### src/rtl/adc_frame_builder_pkg.sv
`default_nettype none
// ============================================================================
// Module      : adc_frame_builder_pkg
// Description : Shared constants, state encoding and trailer helper for the
//               ADC frame builder and its output FIFO.
// Revision    : 1.0 - initial release
// ============================================================================
package adc_frame_builder_pkg;

    // Frame framing constants
    localparam logic [15:0] HEADER_WORD = 16'hADC5;
    localparam logic [3:0]  TRAILER_TAG = 4'hE;

    // Output FIFO geometry (DEPTH must equal 2**AW)
    localparam int FIFO_DEPTH = 32;
    localparam int FIFO_AW    = 5;
    localparam int DATA_W     = 16;

    // Frame builder state encoding
    localparam int STATE_W = 3;
    typedef logic [STATE_W-1:0] state_t;

    localparam state_t ST_IDLE     = 3'd0;
    localparam state_t ST_HEADER   = 3'd1;
    localparam state_t ST_EVENT_ID = 3'd2;
    localparam state_t ST_SAMPLES  = 3'd3;
    localparam state_t ST_TRAILER  = 3'd4;

    // Trailer layout: tag, sticky overflow flag, three zero bits, sample count
    function automatic logic [15:0] trailerWord(input logic ovf, input logic [7:0] cnt);
        return {TRAILER_TAG, ovf, 3'b000, cnt};
    endfunction

endpackage
`default_nettype wire

### src/rtl/adc_frame_builder_frame_fifo.sv
`default_nettype none
// ============================================================================
// Module      : frame_fifo
// Description : Synchronous single-clock FIFO with full/empty flags and a
//               registered (non fall-through) read port. Writes while full
//               and reads while empty are ignored.
// Revision    : 1.0 - initial release
// ============================================================================
module frame_fifo
    import adc_frame_builder_pkg::*;
#(
    parameter int WIDTH = DATA_W,
    parameter int DEPTH = FIFO_DEPTH,
    parameter int AW    = FIFO_AW
) (
    input  logic             clk,
    input  logic             rst,
    input  logic             i_wrEn,
    input  logic [WIDTH-1:0] i_wrData,
    input  logic             i_rdEn,
    output logic [WIDTH-1:0] o_rdData,
    output logic             o_full,
    output logic             o_empty
);

    logic [WIDTH-1:0] r_mem [DEPTH];
    logic [AW:0]      r_wrPtr;
    logic [AW:0]      r_rdPtr;
    logic [WIDTH-1:0] r_rdData;
    logic             w_full;
    logic             w_empty;
    logic             w_doWr;
    logic             w_doRd;

    // Extra pointer MSB distinguishes full from empty when the indices match
    assign w_full  = (r_wrPtr[AW] != r_rdPtr[AW]) && (r_wrPtr[AW-1:0] == r_rdPtr[AW-1:0]);
    assign w_empty = (r_wrPtr == r_rdPtr);
    assign w_doWr  = i_wrEn && !w_full;
    assign w_doRd  = i_rdEn && !w_empty;

    // Storage array; contents need no reset because the pointers define validity
    always_ff @(posedge clk) begin
        if (w_doWr) begin
            r_mem[r_wrPtr[AW-1:0]] <= i_wrData;
        end
    end

    // Pointer and read-data registers
    always_ff @(posedge clk or posedge rst) begin
        if (rst) begin
            r_wrPtr  <= '0;
            r_rdPtr  <= '0;
            r_rdData <= '0;
        end else begin
            if (w_doWr) begin
                r_wrPtr <= r_wrPtr + 1'b1;
            end
            if (w_doRd) begin
                r_rdPtr  <= r_rdPtr + 1'b1;
                r_rdData <= r_mem[r_rdPtr[AW-1:0]];
            end
        end
    end

    assign o_rdData = r_rdData;
    assign o_full   = w_full;
    assign o_empty  = w_empty;

endmodule
`default_nettype wire

### src/rtl/adc_frame_builder.sv
`default_nettype none
// ============================================================================
// Module      : adc_frame_builder
// Description : Wraps ADC samples into frames (header, event id, samples,
//               trailer), buffers them in a 32-word FIFO and streams them to
//               a downstream USB FIFO under FifoFull back-pressure.
// Revision    : 1.0 - initial release
// ============================================================================
module adc_frame_builder
    import adc_frame_builder_pkg::*;
(
    input  logic        Clk,
    input  logic        reset,
    input  logic        StartAcq,
    input  logic        FrameStart,
    input  logic        Hold,
    input  logic [7:0]  SampleNumber,
    input  logic [15:0] Data,
    input  logic        Data_en,
    input  logic        FifoFull,
    output logic [15:0] OutData,
    output logic        OutData_en,
    output logic        Busy,
    output logic [15:0] EventCount
);

    // Hold synchroniser
    logic        r_holdMeta;
    logic        r_holdSync;

    // Frame state
    state_t      r_state;
    logic [7:0]  r_sampleNumber;
    logic [7:0]  r_sampleCount;
    logic        r_overflow;
    logic        r_pendValid;
    logic [15:0] r_pendData;
    logic        r_busy;
    logic [15:0] r_eventCount;
    logic        r_outEn;

    // Datapath decisions
    logic        w_strobe;
    logic [15:0] w_strobeData;
    logic [7:0]  w_countNext;
    logic        w_exitSamples;
    logic        w_keepPend;
    logic        w_fifoWr;
    logic [15:0] w_fifoWrData;
    logic        w_fifoRd;
    logic        w_fifoFull;
    logic        w_fifoEmpty;
    logic [15:0] w_fifoRdData;

    // Two-flop synchroniser for the asynchronous Hold level
    always_ff @(posedge Clk or posedge reset) begin
        if (reset) begin
            r_holdMeta <= 1'b0;
            r_holdSync <= 1'b0;
        end else begin
            r_holdMeta <= Hold;
            r_holdSync <= r_holdMeta;
        end
    end

    // FIFO write word selection and sample-phase exit decision for the current state
    always_comb begin
        w_strobe      = 1'b0;
        w_strobeData  = Data;
        w_countNext   = r_sampleCount;
        w_exitSamples = 1'b0;
        w_keepPend    = 1'b0;
        w_fifoWr      = 1'b0;
        w_fifoWrData  = HEADER_WORD;
        case (r_state)
            ST_HEADER: begin
                w_fifoWr     = !w_fifoFull;
                w_fifoWrData = HEADER_WORD;
            end
            ST_EVENT_ID: begin
                w_fifoWr     = !w_fifoFull;
                w_fifoWrData = r_eventCount;
            end
            ST_SAMPLES: begin
                if (r_sampleCount == r_sampleNumber) begin
                    // Nothing left to collect (zero-length frame)
                    w_exitSamples = 1'b1;
                end else begin
                    // A held strobe goes first; a coincident new strobe waits in the holding slot
                    w_strobe      = r_pendValid || Data_en;
                    w_strobeData  = r_pendValid ? r_pendData : Data;
                    w_keepPend    = r_pendValid && Data_en;
                    if (w_strobe) begin
                        w_countNext = r_sampleCount + 8'd1;
                    end
                    w_fifoWr      = w_strobe && !w_fifoFull;
                    w_fifoWrData  = w_strobeData;
                    w_exitSamples = (w_countNext == r_sampleNumber) ||
                                    (!r_holdSync && !w_keepPend);
                end
            end
            ST_TRAILER: begin
                w_fifoWr     = !w_fifoFull;
                w_fifoWrData = trailerWord(r_overflow, r_sampleCount);
            end
            default: begin
                w_fifoWr = 1'b0;
            end
        endcase
    end

    // Frame sequencing: header, event id, samples, trailer
    always_ff @(posedge Clk or posedge reset) begin
        if (reset) begin
            r_state        <= ST_IDLE;
            r_sampleNumber <= 8'd0;
            r_sampleCount  <= 8'd0;
            r_overflow     <= 1'b0;
            r_pendValid    <= 1'b0;
            r_pendData     <= 16'd0;
            r_busy         <= 1'b0;
            r_eventCount   <= 16'd0;
        end else begin
            case (r_state)
                ST_IDLE: begin
                    if (FrameStart && StartAcq) begin
                        r_state        <= ST_HEADER;
                        r_sampleNumber <= SampleNumber;
                        r_sampleCount  <= 8'd0;
                        r_overflow     <= 1'b0;
                        r_pendValid    <= 1'b0;
                        r_busy         <= 1'b1;
                    end
                end
                ST_HEADER: begin
                    if (Data_en) begin
                        r_pendValid <= 1'b1;
                        r_pendData  <= Data;
                    end
                    if (!w_fifoFull) begin
                        r_state <= ST_EVENT_ID;
                    end
                end
                ST_EVENT_ID: begin
                    if (Data_en) begin
                        r_pendValid <= 1'b1;
                        r_pendData  <= Data;
                    end
                    if (!w_fifoFull) begin
                        r_state <= ST_SAMPLES;
                    end
                end
                ST_SAMPLES: begin
                    r_sampleCount <= w_countNext;
                    if (w_strobe && w_fifoFull) begin
                        r_overflow <= 1'b1;
                    end
                    if (r_pendValid && w_strobe) begin
                        r_pendValid <= Data_en;
                        r_pendData  <= Data;
                    end
                    if (w_exitSamples) begin
                        r_state     <= ST_TRAILER;
                        r_pendValid <= 1'b0;
                    end
                end
                ST_TRAILER: begin
                    if (!w_fifoFull) begin
                        r_state      <= ST_IDLE;
                        r_eventCount <= r_eventCount + 16'd1;
                        r_busy       <= 1'b0;
                    end
                end
                default: begin
                    r_state <= ST_IDLE;
                    r_busy  <= 1'b0;
                end
            endcase
        end
    end

    // Pop whenever data is buffered and downstream can accept it this cycle
    assign w_fifoRd = !w_fifoEmpty && !FifoFull;

    // Output strobe tracks the pop one cycle later, aligned with the FIFO read register
    always_ff @(posedge Clk or posedge reset) begin
        if (reset) begin
            r_outEn <= 1'b0;
        end else begin
            r_outEn <= w_fifoRd;
        end
    end

    frame_fifo #(
        .WIDTH (DATA_W),
        .DEPTH (FIFO_DEPTH),
        .AW    (FIFO_AW)
    ) u_frame_fifo (
        .clk      (Clk),
        .rst      (reset),
        .i_wrEn   (w_fifoWr),
        .i_wrData (w_fifoWrData),
        .i_rdEn   (w_fifoRd),
        .o_rdData (w_fifoRdData),
        .o_full   (w_fifoFull),
        .o_empty  (w_fifoEmpty)
    );

    assign OutData    = w_fifoRdData;
    assign OutData_en = r_outEn;
    assign Busy       = r_busy;
    assign EventCount = r_eventCount;

endmodule
`default_nettype wire

### config.mk
export PLATFORM = sky130hd
export DESIGN_NAME = adc_frame_builder
export DESIGN_NICKNAME = d
export VERILOG_FILES = /design/src/rtl/adc_frame_builder_pkg.sv /design/src/rtl/adc_frame_builder_frame_fifo.sv /design/src/rtl/adc_frame_builder.sv
export SDC_FILE = /design/constraint.sdc
export NUM_CORES = 1
export LEC_CHECK = 0
export BUFFER_PORTS_ARGS = -buffer_cell sky130_fd_sc_hd__buf_2
export CORE_ASPECT_RATIO = 1.1
export CORE_MARGIN = 2
export CORE_UTILIZATION = 35
export DETAILED_ROUTE_END_ITERATION = 7
export GPL_TIMING_DRIVEN = 0
export PLACE_DENSITY_LB_ADDON = 0.25
export SLEW_MARGIN = 25
export SYNTH_ARGS = -nofsm -noshare
export SYNTH_HDL_FRONTEND = slang
export SYNTH_HIERARCHICAL = 1
export SYNTH_SLANG_ARGS = --single-unit
### constraint.sdc
create_clock -name Clk -period 4 [get_ports Clk]
set_clock_uncertainty 0.05 [all_clocks]
set_input_delay 0 -clock Clk [delete_from_list [all_inputs] [get_ports Clk]]
set_output_delay 0 -clock Clk [all_outputs]
set_load 0.01 [all_outputs]
# Word-level counts from Yosys, hierarchy flattened
# Memory sizes are Yosys's and may differ from the RTL's. A register that Yosys moved wholly into a read port is not among the register bits.
# Cells that the tools add are included.
# classes
addsub	4
n_eq_ne	19
muxes	36
n_bitwise	2
n_reduce_logical	32
# ops
op	n
two-way mux 16 bit	4
case mux 16 bit (3 select lines)	1
two-way mux 8 bit	5
case mux 16 bit (2 select lines)	1
adder 16 x 1 -> 16 bit (second input constant)	1
equality test 8 bit	2
inequality test 2 bit (second input constant)	8
case mux 8 bit (2 select lines)	1
two-way mux 3 bit	5
case mux 3 bit (5 select lines)	1
two-way mux 1 bit	14
adder 6 x 1 -> 6 bit (second input constant)	2
AND reduction 3 bit	4
logical AND 1 bit	10
adder 8 x 1 -> 8 bit (second input constant)	1
equality test 3 x 2 -> 1 bit (second input constant)	2
equality test 6 bit	1
case mux 1 bit (3 select lines)	2
OR reduction 3 bit	2
equality test 5 bit	1
zero test 1 bit	5
AND reduction 5 bit	1
case mux 1 bit (2 select lines)	2
AND reduction 2 bit	2
other kinds (12)	15
# word_totals
ff_bits	69
ram_bits	512
input_bits	31
memories	1
# mem_list
name	depth	word_bits	rd	rd_clocked_by_memory_dff	write_ports	line	source
u_frame_fifo.r_mem	32	16	1	1	1	adc_frame_builder_frame_fifo.sv:26	logic [WIDTH-1:0] r_mem [DEPTH];

# Depth between registers and ports, before layout
# Gate-level depths: netlist of run 1.
# logic_depth
word_depth	10
ltp_mapped	12
ltp_nobuf	10

# Cells and area by module
# The synthesis of run 1 kept the hierarchy.
# by_module_without_submodules
mod	n_inst	cells_each	area_per_inst_um2
frame_fifo	1	1000	20810.0
adc_frame_builder	1	299	3329.4

# Least setup slack after synthesis of run 1
# No wires, ideal clock.
# synth_timing
path_type	reg2reg
start	register u_frame_fifo.r_rdPtr[1]
end	memory u_frame_fifo/r_mem[15][0] (netlist bit) (enable)
setup_time_ns	0.388
t_arrival_ns	2.509
required_ns	3.562
setup_slack_ns	1.052
stages_incl_launch_ff	13
synth_period_minus_slack_ns	2.948
cell_sequence	dfrtp_1 buf_6 xnor2_1 nand3_1 or2_2 nor2_1 a21oi_1 o31ai_1 a21oi_1 o31a_1 buf_2 nand2_1 nor2_1
# synth_between
elab_chain_len	9
# synth_rtl
item	line	source
from (decl)	adc_frame_builder_frame_fifo.sv:28	logic [AW:0] r_rdPtr;
from (signal assigned)	adc_frame_builder_frame_fifo.sv:59	r_rdPtr <= r_rdPtr + 1'b1;
equality test 5 bit *	adc_frame_builder_frame_fifo.sv:36	assign w_full = (r_wrPtr[AW] != r_rdPtr[AW]) && (r_wrPtr[AW-1:0] == r_rdPtr[AW-1:0]);
logical AND 1 bit *	adc_frame_builder_frame_fifo.sv:36	
net w_fifoFull	adc_frame_builder.sv:51	logic w_fifoFull;
zero test 1 bit *	--	
logical AND 1 bit	adc_frame_builder.sv:96	w_fifoWr = w_strobe && !w_fifoFull;
two-way mux 1 bit	adc_frame_builder.sv:85	if (r_sampleCount == r_sampleNumber) begin
case mux 1 bit (2 select lines) *	adc_frame_builder.sv:75	case (r_state)
net w_fifoWr	adc_frame_builder.sv:48	logic w_fifoWr;
logical AND 1 bit *	adc_frame_builder_frame_fifo.sv:38	assign w_doWr = i_wrEn && !w_full;
two-way mux 1 bit *	adc_frame_builder_frame_fifo.sv:43	if (w_doWr) begin
two-way mux 1 bit (implied by the code) *	adc_frame_builder_frame_fifo.sv:44	r_mem[r_wrPtr[AW-1:0]] <= i_wrData;
to (decl)	adc_frame_builder_frame_fifo.sv:26	
# Mark *: on every way through the listed nets, which the timed path passes. The rest lies on a longest branch.

# Worst setup path in the final report of run 1
# layout_timing
start	register u_frame_fifo.r_rdPtr[1]
end	memory u_frame_fifo/r_mem[0][0] (netlist bit) (enable)
# Same word-level chain as after synthesis.

==> results of run 1 <==
cell type report:
cell class	count	area share, %
clock inverters	28	1.06
repair buffers	142	4.36
inverters	15	0.205
clock buffers	81	5.64
flip-flops and latches	597	60.9
well taps	927	4.03
multi-input cells	610	22.3
plain buffers	77	1.58
sequential cells by signal, summed over array words and instances (netlist names):
name,cells
r_state,3
r_sampleCount,8
OutData_en,1
u_frame_fifo/r_wrPtr,6
u_frame_fifo/o_rdData,16
r_pendValid,1
Busy,1
r_holdSync,1
r_pendData,16
u_frame_fifo/r_rdPtr,6
r_overflow,1
EventCount,16
r_holdMeta,1
u_frame_fifo/r_mem,512
r_sampleNumber,8
report_power, final:
part / switching, mW / total (mW) / internal (mW)
Sequential: 0.425 / 9.31 / 8.88
Combinational: 5.61 / 8.73 / 3.12
Clock: 2.37 / 5.52 / 3.16
Total: 8.41 / 23.6 / 15.2
layer usage:
layer  wire (um)  up-vias
li1            -     5651
met1       26400     6791
met2       30500      418
met3        3870       97
met4        1820        0
met5           0        -
worst max-delay path, delay by kind of cell (launching register included):
family / cells / cell delay [ns]
AOI/OAI and AO/OA: 4 / 0.88
and+or+nand+nor: 5 / 1.38
buffers and inverters: 2 / 0.44
DFF: 1 / 0.47
xor gates and xnor gates: 1 / 0.13
cells in the final DEF, fill, tap and decap left out, types with 5 or more instances in the layout:
cell type / Yosys / final
sky130_fd_sc_hd__clkbuf_16: 0 / 60
sky130_fd_sc_hd__nand4_1: 5 / 5
sky130_fd_sc_hd__bufinv_16: 0 / 5
sky130_fd_sc_hd__clkbuf_1: 35 / 51
sky130_fd_sc_hd__buf_6: 13 / 31
sky130_fd_sc_hd__or3_1: 5 / 5
sky130_fd_sc_hd__nor2_4: 0 / 28
sky130_fd_sc_hd__a21oi_1: 41 / 39
sky130_fd_sc_hd__edfxtp_1: 512 / 512
sky130_fd_sc_hd__inv_2: 0 / 5
sky130_fd_sc_hd__mux2i_1: 89 / 89
sky130_fd_sc_hd__o221ai_1: 17 / 17
sky130_fd_sc_hd__a22oi_1: 17 / 17
sky130_fd_sc_hd__inv_1: 15 / 9
sky130_fd_sc_hd__dlygate4sd3_1: 0 / 42
sky130_fd_sc_hd__mux2_2: 26 / 26
sky130_fd_sc_hd__nand3_1: 11 / 11
sky130_fd_sc_hd__buf_2: 17 / 80
sky130_fd_sc_hd__buf_12: 0 / 7
sky130_fd_sc_hd__nor2_1: 58 / 25
sky130_fd_sc_hd__xnor2_1: 29 / 29
sky130_fd_sc_hd__a211oi_1: 15 / 15
sky130_fd_sc_hd__clkinv_1: 0 / 12
sky130_fd_sc_hd__mux2_4: 10 / 10
sky130_fd_sc_hd__clkinv_2: 0 / 7
sky130_fd_sc_hd__a22o_1: 21 / 19
sky130_fd_sc_hd__nor2_2: 3 / 8
sky130_fd_sc_hd__buf_4: 12 / 16
sky130_fd_sc_hd__a211o_2: 0 / 5
sky130_fd_sc_hd__mux4_2: 96 / 96
sky130_fd_sc_hd__nand2_1: 31 / 27
sky130_fd_sc_hd__ha_1: 7 / 7
sky130_fd_sc_hd__xor2_1: 12 / 12
sky130_fd_sc_hd__o22ai_1: 15 / 15
sky130_fd_sc_hd__buf_8: 0 / 6
sky130_fd_sc_hd__o21ai_0: 29 / 29
sky130_fd_sc_hd__dfrtp_1: 85 / 85
stage by stage:
stage | util (%) | cells
finish | 41.9 | 2477
global route | 41.9 | 2477
CTS | 41.8 | 2477
detailed placement | 38.1 | 2315
global placement | 37.3 | 2289
floorplan | - | 1299
cell families (layout without fill, tap and decap cells):
group | after synthesis | after routing
xor+xnor | 46 | 46
fa+ha+maj | 7 | 7
buf+inv | 92 | 343
mux | 222 | 222
compound gates | 190 | 190
simple gates | 145 | 145
flops | 597 | 597
how the worst max path moves through the flow:
stage,to
after floorplan,u_frame_fifo/r_mem[15][0]$_DFFE_PP_
after global placement,u_frame_fifo/r_mem[2][10]$_DFFE_PP_
after detailed placement,u_frame_fifo/r_mem[21][4]$_DFFE_PP_
after CTS,u_frame_fifo/r_mem[10][1]$_DFFE_PP_
after global routing,u_frame_fifo/r_mem[16][5]$_DFFE_PP_
final,u_frame_fifo/r_mem[0][0]$_DFFE_PP_
timing repair:
item	4_1_cts	5_1_grt
buffers inserted	11	0
gates cloned	0	0
hold endpoints to repair	122	0
gates resized for setup	14	11
hold buffers	42	0
pin swaps	9	0
setup endpoints to repair	434	161
==> insert_results.sql, run 1 <==
INSERT INTO impl_metrics (metric_group, metric, value, unit) VALUES
('status', 'run_status', 'finished, final reports clean', ''),
('critical_path', 'setup.reg_to_reg.worst_slack', '0.21', 'ns'),
('drt', 'num_vias', '12957', ''),
('global_route', 'most_crowded_layer_after_global_routing', 'met2', ''),
('timing', 'fin_ws', '0.207', 'ns'),
('global_route', 'grt_antenna_before_repair', '4', ''),
('critical_path', 'worst_r2r_endpoint', 'u_frame_fifo/r_mem[0][0]$_DFFE_PP_', ''),
('clock_tree', 'clock_insertion_delay_worst_skew', '0.65', 'ns'),
('critical_path', 'worst_r2r_path_depth', '12', ''),
('global_route', 'grt-ovfl-total', '0', ''),
('global_route', 'grt_util_met3', '2.90', '%'),
('critical_path', 'cpMaxStageDelayCell', 'sky130_fd_sc_hd__nor2_4', ''),
('drt', 'antenna_left', '0', ''),
('critical_path', 'crit_path_max_incr_delay', '0.66', 'ns'),
('final_layout', 'finalInstanceArea', '28800', 'sq um'),
('clock_tree', 'cts-htree-levels', '2', ''),
('global_route', 'grt.met1_usage', '24.0', '%'),
('critical_path', 'startpoint_type', 'flip-flop', ''),
('global_route', 'grtUsageTotal', '17.7', '%'),
('critical_path', 'arrival_time_worst_endpoint', '3.98', 'ns'),
('yosys', 'synth_edf_count', '512', ''),
('yosys', 'synth-adder-area-share', '0.363', '%'),
('critical_path', 'cp-end-kind', 'flip-flop', ''),
('global_route', 'pin_count_of_the_biggest_net_entering_global_routing', '52', ''),
('drt', 'wl', '62500', 'um'),
('place', 'setup_ws_pre_cts', '-0.268', 'ns'),
('power', 'ir_drop', '0.492', 'mV'),
('timing', 'tightest_slew', '0.909', 'ns'),
('critical_path', 'worst-endpoint-required', '4.19', 'ns'),
('timing', 'achievable-frequency', '0.264', 'GHz'),
('drt', 'drc', '0', ''),
('clock_tree', 'cts.sinks', '597', ''),
('critical_path', 'timing.critical_path.fanout_max', '16', ''),
('timing', 'timing_max_transition_violations_final', '0', ''),
('timing', 'layout_worst_path_cycle_share', '94.8', '%'),
('global_route', 'first_global_vias', '13279', ''),
('timing', 'hold-worst-slack', '0.0920', 'ns'),
('timing', 'maxSlewHeadroom', '39.4', '%'),
('critical_path', 'cp_cell_sequence', 'buf_6 -> xnor2_1 -> nand3_1 -> or2_2 -> nor2_2 -> a21oi_1 -> o31ai_1 -> a21oi_1 -> o31a_1 -> buf_2 -> nand2_2 -> nor2_4', ''),
('final_layout', 'layout.area.seq', '17500', 'sq um'),
('drt', 'wl_per_cell', '25.2', 'um'),
('yosys', 'yosys.area_share.xor_xnor', '1.87', '%'),
('yosys', 'synthDominantCellAreaShare', '63.7', '%'),
('worst_hold_path', 'worst_hold_startpoint', 'Data[1]', ''),
('clock_tree', 'cts_tree', 'built', ''),
('floorplanning', 'dieArea', '71100', 'sq um'),
('place', 'post-dp-hpwl', '41200', 'um'),
('critical_path', 'timing.setup.critical_path_class', 'reg2reg', ''),
('global_route', 'grt_first_pass_wirelength', '90900', 'um'),
('yosys', 'yosys_warnings', '6', ''),
('timing', 'timing.final.hold_violations', '0', ''),
('floorplanning', 'core_area', '68600', 'sq um'),
('yosys', 'yosys-top-cells-count', '512 x sky130_fd_sc_hd__edfxtp_1, 96 x sky130_fd_sc_hd__mux4_2, 89 x sky130_fd_sc_hd__mux2i_1', ''),
('timing', 'setup_tns', '0', 'ns'),
('timing', 'timing.final.crit_period', '3.79', 'ns'),
('floorplanning', 'dieWidth', '254', 'um'),
('power', 'powerDensity', '819', 'nW/um^2'),
('timing', 'setup-violations-final', '0', ''),
('place', 'globalplace.congestion', '0.823', ''),
('final_layout', 'drive_above_1_share', '27.6', '%'),
('clock_tree', 'ctsRootBufferMaster', 'sky130_fd_sc_hd__clkbuf_16', ''),
('floorplanning', 'initial_core_util', '35.2', '%'),
('yosys', 'netlist_instances', '1299', ''),
('yosys', 'synth_fp_nets', '1337', ''),
('power', 'total_leakage_power', '9.82', 'nW'),
('final_layout', 'nNetsFinal', '1541', ''),
('yosys', 'synth-simple-area-share', '2.96', '%'),
('yosys', 'complex_gate_fraction_of_the_synthesized_area', '5.60', '%'),
('yosys', 'syn_avg_cell_area', '18.6', 'sq um'),
('floorplanning', 'fp-row-count', '101', ''),
('flow_run', 'cap_viol_max_count', '0', '');
Power figures use the tool's default switching activity.
==> run 2: changes to the inputs <==
- CELL_PAD_IN_SITES_DETAIL_PLACEMENT: not set -> 1
- CELL_PAD_IN_SITES_GLOBAL_PLACEMENT: not set -> 1
==> run 2 against run 1 <==
- critical endpoint is now u_frame_fifo/r_mem[29][3]$_DFFE_PP_
- largest power group unchanged
- the flow now finishes with violations (setup timing)
- die area unchanged
- global-route usage up 1.0 points
- sequential share of layout area is 0.11 points higher
- critical path type unchanged
- first-iteration DRC count shrank 11%
==> insert_results.sql, run 2 (same netlist as run 1, synthesis figures left out) <==
INSERT INTO impl_metrics (metric_group, metric, value, unit) VALUES
('drt', 'wl_per_cell', '26.4', 'um'),
('drt', 'detailedRoute.firstIterationViolations', '1035', ''),
('final_layout', 'most_common_cell_after_layout_fill_and_taps_aside', 'sky130_fd_sc_hd__edfxtp_1', ''),
('drt', 'detailedRoute.firstPassIterationCount', '6', ''),
('drt', 'wl', '65400', 'um'),
('clock_tree', 'cts.reportedPaths.clkPinSlew', '0.07', 'ns'),
('final_layout', 'number_of_flip_flops_under_the_largest_register_name', '512', ''),
('power', 'powerDensity', '821', 'nW/um^2'),
('timing', 'timing.final.hold_violations', '0', ''),
('timing', 'setup_tns', '-3.22', 'ns'),
('timing', 'tightest_slew', '1.00', 'ns'),
('critical_path', 'startpoint_type', 'flip-flop', ''),
('floorplanning', 'die_h', '279', 'um'),
('timing', 'achievable-frequency', '0.245', 'GHz'),
('place', 'place.port_buffers', '63', ''),
('critical_path', 'arrival_time_worst_endpoint', '4.35', 'ns'),
('critical_path', 'timing.setup.critical_path_class', 'reg2reg', ''),
('clock_tree', 'clock_insertion_delay_worst_skew', '0.62', 'ns'),
('clock_tree', 'clk_path_buf_depth', '3', ''),
('global_route', 'pin_count_of_the_biggest_net_entering_global_routing', '33', ''),
('clock_tree', 'cts_tree', 'built', ''),
('critical_path', 'cp-end-kind', 'flip-flop', ''),
('floorplanning', 'core_area', '68600', 'sq um'),
('timing', 'layout_worst_path_cycle_share', '102', '%'),
('place', 'post-dp-hpwl', '43100', 'um'),
('place', 'globalplace.congestion', '0.871', ''),
('floorplanning', 'number_of_top_level_design_ports', '65', ''),
('drt', 'num_vias', '13046', ''),
('final_layout', 'nNetsFinal', '1538', ''),
('clock_tree', 'cts_bufs_inserted', '59', ''),
('global_route', 'grtUsageTotal', '18.8', '%'),
('global_route', 'first_global_vias', '14017', ''),
('global_route', 'grt_first_pass_wirelength', '96500', 'um'),
('flow_run', 'cap_viol_max_count', '0', ''),
('timing', 'timing.final.crit_period', '4.08', 'ns'),
('final_layout', 'drive_above_1_share', '28.1', '%'),
('timing', 'timing_max_transition_violations_final', '0', ''),
('power', 'post-layout-total-power', '23.6', 'mW'),
('timing', 'fin_ws', '-0.0808', 'ns'),
('drt', 'drt-vias-per-instance', '5.27', ''),
('final_layout', 'layout.cells.most_common_list', '512 x sky130_fd_sc_hd__edfxtp_1, 96 x sky130_fd_sc_hd__mux4_2, 89 x sky130_fd_sc_hd__mux2i_1', ''),
('floorplanning', 'dieArea', '71100', 'sq um'),
('status', 'failed_checks', 'setup timing', ''),
('global_route', 'grt-ovfl-total', '0', ''),
('place', 'setup_ws_pre_cts', '-0.143', 'ns'),
('timing', 'setup-violations-final', '105', ''),
('final_layout', 'layout.cells.non_filler', '2475', ''),
('global_route', 'grt_antenna_before_repair', '1', ''),
('timing', 'setup_repair_after_global_routing_missed_its_margin', 'yes', ''),
('floorplanning', 'initial_core_util', '35.2', '%'),
('final_layout', 'area_delta_synth_final', '18.9', '%'),
('floorplanning', 'fp-row-count', '101', ''),
('power', 'ir_drop', '0.465', 'mV'),
('floorplanning', 'dieWidth', '254', 'um'),
('status', 'run_status', 'finished with violations', ''),
('place', 'numPlacedInstances', '2314', ''),
('critical_path', 'timing.critical_path.fanout_max', '12', ''),
('clock_tree', 'cts-htree-levels', '2', ''),
('critical_path', 'worst-endpoint-required', '4.27', 'ns'),
('clock_tree', 'cts.sinks', '597', ''),
('timing', 'maxSlewHeadroom', '33.2', '%'),
('worst_hold_path', 'timing.hold.worst.class', 'in2async', ''),
('drt', 'drc', '0', ''),
('clock_tree', 'ctsRootBufferMaster', 'sky130_fd_sc_hd__clkbuf_16', ''),
('drt', 'antenna_left', '0', ''),
('power', 'total_leakage_power', '9.81', 'nW');
-- run 2: critical path: stages, from the launching register on --
cell and delay [ns]:
sky130_fd_sc_hd__dfrtp_1 0.33, sky130_fd_sc_hd__clkbuf_1 0.40, sky130_fd_sc_hd__xnor2_1 0.17, sky130_fd_sc_hd__nand3_1 0.16, sky130_fd_sc_hd__or2_2 0.16, sky130_fd_sc_hd__nor2_2 0.10, sky130_fd_sc_hd__a21oi_1 0.20, sky130_fd_sc_hd__o31ai_1 0.10
sky130_fd_sc_hd__a21oi_1 0.33, sky130_fd_sc_hd__o31a_1 0.20, sky130_fd_sc_hd__buf_2 0.21, sky130_fd_sc_hd__nand2_1 0.56, sky130_fd_sc_hd__nor2_2 0.52, sky130_fd_sc_hd__buf_6 0.24
-- run 2: metrics by stage --
stage                     util, %  area, sq um  hold WS (ns)
final                        41.8        28700        0.0149
after global routing         41.8        28700        0.0520
after CTS                    41.7        28600        0.0180
after detailed placement     38.1        26100        0.0246
after global placement       37.3        25600        0.0585
after floorplan                 -        24100       -0.0186
-- run 2: worst paths after layout --
path,cells past startpoint,from,slack [ns],end
worst max-delay path,13,u_frame_fifo/r_rdPtr[4]$_DFFE_PP0P_,-0.08,u_frame_fifo/r_mem[29][3]$_DFFE_PP_
max in group asynchronous,5,reset,2.89,r_pendData[2]$_DFFE_PP0P_
min in group Clk,3,SampleNumber[3],0.10,r_sampleNumber[3]$_DFFE_PP0P_
worst min-delay path,3,reset,0.01,u_frame_fifo/r_rdPtr[2]$_DFFE_PP0P_
worst min register to register,0,r_holdMeta$_DFF_PP0_,0.32,r_holdSync$_DFF_PP0_
worst max register to register,13,u_frame_fifo/r_rdPtr[4]$_DFFE_PP0P_,-0.08,u_frame_fifo/r_mem[29][3]$_DFFE_PP_
-- run 2: cell type report --
type / count / area, sq um
Sequential cell: 597 / 17500
Antenna cell: 1 / 2.50
Buffer: 77 / 453
Clock buffer: 79 / 1690
Multi-Input combinational cell: 610 / 6380
Fill cell: 6586 / 39900
Timing Repair Buffer: 140 / 1250
Tap cell: 927 / 1160
Inverter: 15 / 58.8
Clock inverter: 29 / 214
-- run 2: where the power goes --
group | total, mW | switching, mW | internal, mW
logic | 8.78 | 5.68 | 3.10
registers | 9.32 | 0.443 | 8.88
clock network | 5.46 | 2.37 | 3.08
-- run 2: routing by layer --
metal | track usage (%) | routed length, um
met3 | 2.34 | 2490
met1 | 25.5 | 28300
met2 | 30.8 | 32300
met4 | 7.06 | 2310
met5 | 0 | 0
-- run 2: what timing repair did --
| action | CTS | global route |
|---|---|---|
| endpoints found under the setup margin | 368 | 376 |
| pin swaps | 7 | 3 |
| buffers inserted | 10 | 8 |
| hold buffers | 34 | 0 |
| endpoints found under the hold margin | 119 | 0 |
| gates resized for setup | 10 | 6 |
==> run 3: changes to the inputs <==
- SETUP_SLACK_MARGIN: not set -> 0.5
==> run 3 against run 2 <==
- the flow now finishes without violations
- first-iteration DRC count rose by 5.5%
- hold slack better by 0.0022 ns
- fmax increased by 22%
- clock power is essentially flat
- count of clock-buffer cells in the layout is the same
- highest routed layer unchanged
- register-to-register slack gained 0.74 ns
- sequential power about the same
- combinational power up 3.2%
==> insert_results.sql, run 3 (same netlist as run 1, synthesis figures left out) <==
INSERT INTO impl_metrics (metric_group, metric, value, unit) VALUES
('floorplanning', 'fp-row-count', '101', ''),
('status', 'run_status', 'finished, final reports clean', ''),
('critical_path', 'setup.reg_to_reg.worst_slack', '0.66', 'ns'),
('timing', 'tightest_slew', '1.00', 'ns'),
('floorplanning', 'core_area', '68600', 'sq um'),
('place', 'dpl_cell_area', '26100', 'sq um'),
('place', 'place.port_buffers', '63', ''),
('floorplanning', 'initial_core_util', '35.2', '%'),
('floorplanning', 'die_h', '279', 'um'),
('drt', 'drt-vias-per-instance', '5.28', ''),
('drt', 'detailedRoute.firstIterationViolations', '1092', ''),
('timing', 'layout_worst_path_cycle_share', '83.4', '%'),
('timing', 'timing.final.crit_period', '3.34', 'ns'),
('place', 'post-dp-hpwl', '43100', 'um'),
('global_route', 'grtUsageTotal', '19.1', '%'),
('global_route', 'grt-ovfl-total', '0', ''),
('timing', 'achievable-frequency', '0.300', 'GHz'),
('critical_path', 'worst_setup_path_startpoint', 'u_frame_fifo/r_rdPtr[1]$_DFFE_PP0P_', ''),
('clock_tree', 'cts_bufs_inserted', '59', ''),
('timing', 'timing_max_transition_violations_final', '0', ''),
('critical_path', 'worst-endpoint-required', '4.27', 'ns'),
('flow_run', 'cap_viol_max_count', '0', ''),
('global_route', 'grt_first_pass_wirelength', '98100', 'um'),
('drt', 'wl', '66600', 'um'),
('drt', 'detailedRoute.firstPassIterationCount', '5', ''),
('floorplanning', 'dieArea', '71100', 'sq um'),
('power', 'powerDensity', '819', 'nW/um^2'),
('clock_tree', 'cts.reportedPaths.clkPinSlew', '0.06', 'ns'),
('final_layout', 'area_delta_synth_final', '20.6', '%'),
('floorplanning', 'dieWidth', '254', 'um'),
('critical_path', 'arrival_time_worst_endpoint', '3.61', 'ns'),
('drt', 'drc', '0', ''),
('final_layout', 'nNetsFinal', '1575', ''),
('clock_tree', 'cts_tree', 'built', ''),
('clock_tree', 'cts-htree-levels', '2', ''),
('final_layout', 'drive_above_1_share', '30.2', '%'),
('drt', 'num_vias', '13262', ''),
('final_layout', 'layout.cells.most_common_list', '512 x sky130_fd_sc_hd__edfxtp_1, 96 x sky130_fd_sc_hd__mux4_2, 89 x sky130_fd_sc_hd__mux2i_1', ''),
('timing', 'timing.final.hold_violations', '0', ''),
('final_layout', 'utilization', '42.4', '%'),
('drt', 'antenna_left', '0', ''),
('clock_tree', 'ctsRootBufferMaster', 'sky130_fd_sc_hd__clkbuf_16', ''),
('final_layout', 'most_common_cell_after_layout_fill_and_taps_aside', 'sky130_fd_sc_hd__edfxtp_1', ''),
('timing', 'setup_tns', '0', 'ns'),
('critical_path', 'timing.critical_path.fanout_max', '12', ''),
('power', 'p_clk_share', '22.9', '%'),
('critical_path', 'cp-end-kind', 'flip-flop', ''),
('worst_hold_path', 'timing.hold.worst.class', 'in2async', ''),
('global_route', 'pin_count_of_the_biggest_net_entering_global_routing', '33', ''),
('clock_tree', 'clock_insertion_delay_worst_skew', '0.62', 'ns'),
('drt', 'wl_per_cell', '26.5', 'um'),
('final_layout', 'finalInstanceArea', '29100', 'sq um'),
('final_layout', 'number_of_flip_flops_under_the_largest_register_name', '512', ''),
('timing', 'setup_repair_after_global_routing_missed_its_margin', 'yes', ''),
('global_route', 'first_global_vias', '14183', ''),
('critical_path', 'startpoint_type', 'flip-flop', ''),
('clock_tree', 'cts.sinks', '597', ''),
('power', 'netSwitchingFraction', '36.3', '%'),
('power', 'p_int', '15.2', 'mW'),
('critical_path', 'r2r_start', 'u_frame_fifo/r_rdPtr[1]$_DFFE_PP0P_', ''),
('power', 'comb_power_share', '38.0', '%'),
('power', 'power_frac_seq', '39.1', '%'),
('clock_tree', 'clk_path_buf_depth', '3', ''),
('power', 'netSwitchingPower', '8.66', 'mW'),
('power', 'ir_drop', '0.470', 'mV'),
('global_route', 'grt_antenna_before_repair', '1', ''),
('floorplanning', 'number_of_top_level_design_ports', '65', ''),
('timing', 'setup-violations-final', '0', ''),
('critical_path', 'timing.setup.critical_path_class', 'reg2reg', ''),
('power', 'total_leakage_power', '10.0', 'nW'),
('place', 'globalplace.congestion', '0.871', ''),
('timing', 'maxSlewHeadroom', '33.1', '%');
[run 3: per-layer routing]
layer	share of wire, %	routed length (um)	vias up	track usage (%)
li1	-	-	5720	-
met1	43	28600	7099	26.0
met2	49	32700	337	31.6
met3	4.4	2910	106	2.35
met4	3.6	2390	0	6.79
met5	0	0	-	0
[run 3: power by group through the flow]
stage / clock [mW] / combinational [mW] / sequential (mW)
final: 5.46 / 9.06 / 9.33
after global routing: 5.79 / 9.61 / 9.41
after CTS: 5.58 / 9.02 / 9.33
after detailed placement: 0 / 8.62 / 9.46
after global placement: 0 / 8.06 / 9.48
after floorplan: 0 / 5.12 / 9.32
[run 3: worst paths after layout]
path	to	depth (start not counted)
min in group Clk	r_sampleNumber[3]$_DFFE_PP0P_	3
min reg2reg	r_holdSync$_DFF_PP0_	0
max reg2reg	u_frame_fifo/r_mem[29][3]$_DFFE_PP_	13
min	u_frame_fifo/r_rdPtr[2]$_DFFE_PP0P_	3
max	u_frame_fifo/r_mem[29][3]$_DFFE_PP_	13
max in group asynchronous	r_pendData[2]$_DFFE_PP0P_	5
[run 3: timing repair]
action                                  CTS  global route
cloned                                    2             0
buffers inserted                         36            17
endpoints found under the setup margin  577           420
hold endpoints to repair                119             0
resized for setup                        34             5
hold buffers                             34             0
pin swaps                                26             6
[run 3: layout make-up]
cell class | instances | area, sq um
Clock buffer | 79 | 1690
Sequential cell | 597 | 17500
Antenna cell | 1 | 2.50
Fill cell | 6581 | 39500
Timing Repair Buffer | 175 | 1560
Inverter | 15 | 66.3
Buffer | 77 | 455
Tap cell | 927 | 1160
Multi-Input combinational cell | 610 | 6450
Timing Repair inverter | 2 | 15.0
Clock inverter | 29 | 214
[run 3: worst max-delay path: stages, from the launching register on]
cell and delay (ns):
sky130_fd_sc_hd__dfrtp_1 0.47, sky130_fd_sc_hd__buf_6 0.21, sky130_fd_sc_hd__xnor2_1 0.14, sky130_fd_sc_hd__nand3_1 0.16, sky130_fd_sc_hd__or2_2 0.17, sky130_fd_sc_hd__nor2_4 0.07, sky130_fd_sc_hd__a21oi_1 0.19, sky130_fd_sc_hd__o31ai_1 0.12
sky130_fd_sc_hd__a21oi_2 0.24, sky130_fd_sc_hd__o31a_1 0.18, sky130_fd_sc_hd__buf_2 0.30, sky130_fd_sc_hd__nand2_4 0.25, sky130_fd_sc_hd__nor2_4 0.26, sky130_fd_sc_hd__buf_6 0.22
[run 3: stage by stage]
step / hold WS [ns] / setup WS, ns / instances / power, mW
CTS: 0.0180 / 0.396 / 2494 / 23.9
global route: 0.0515 / 0.481 / 2511 / 24.8
finish: 0.0171 / 0.663 / 2512 / 23.8
global placement: 0.0585 / -0.694 / 2289 / 17.5
detailed placement: 0.0246 / -0.143 / 2314 / 18.1
floorplan: -0.0186 / 1.05 / 1299 / 14.4
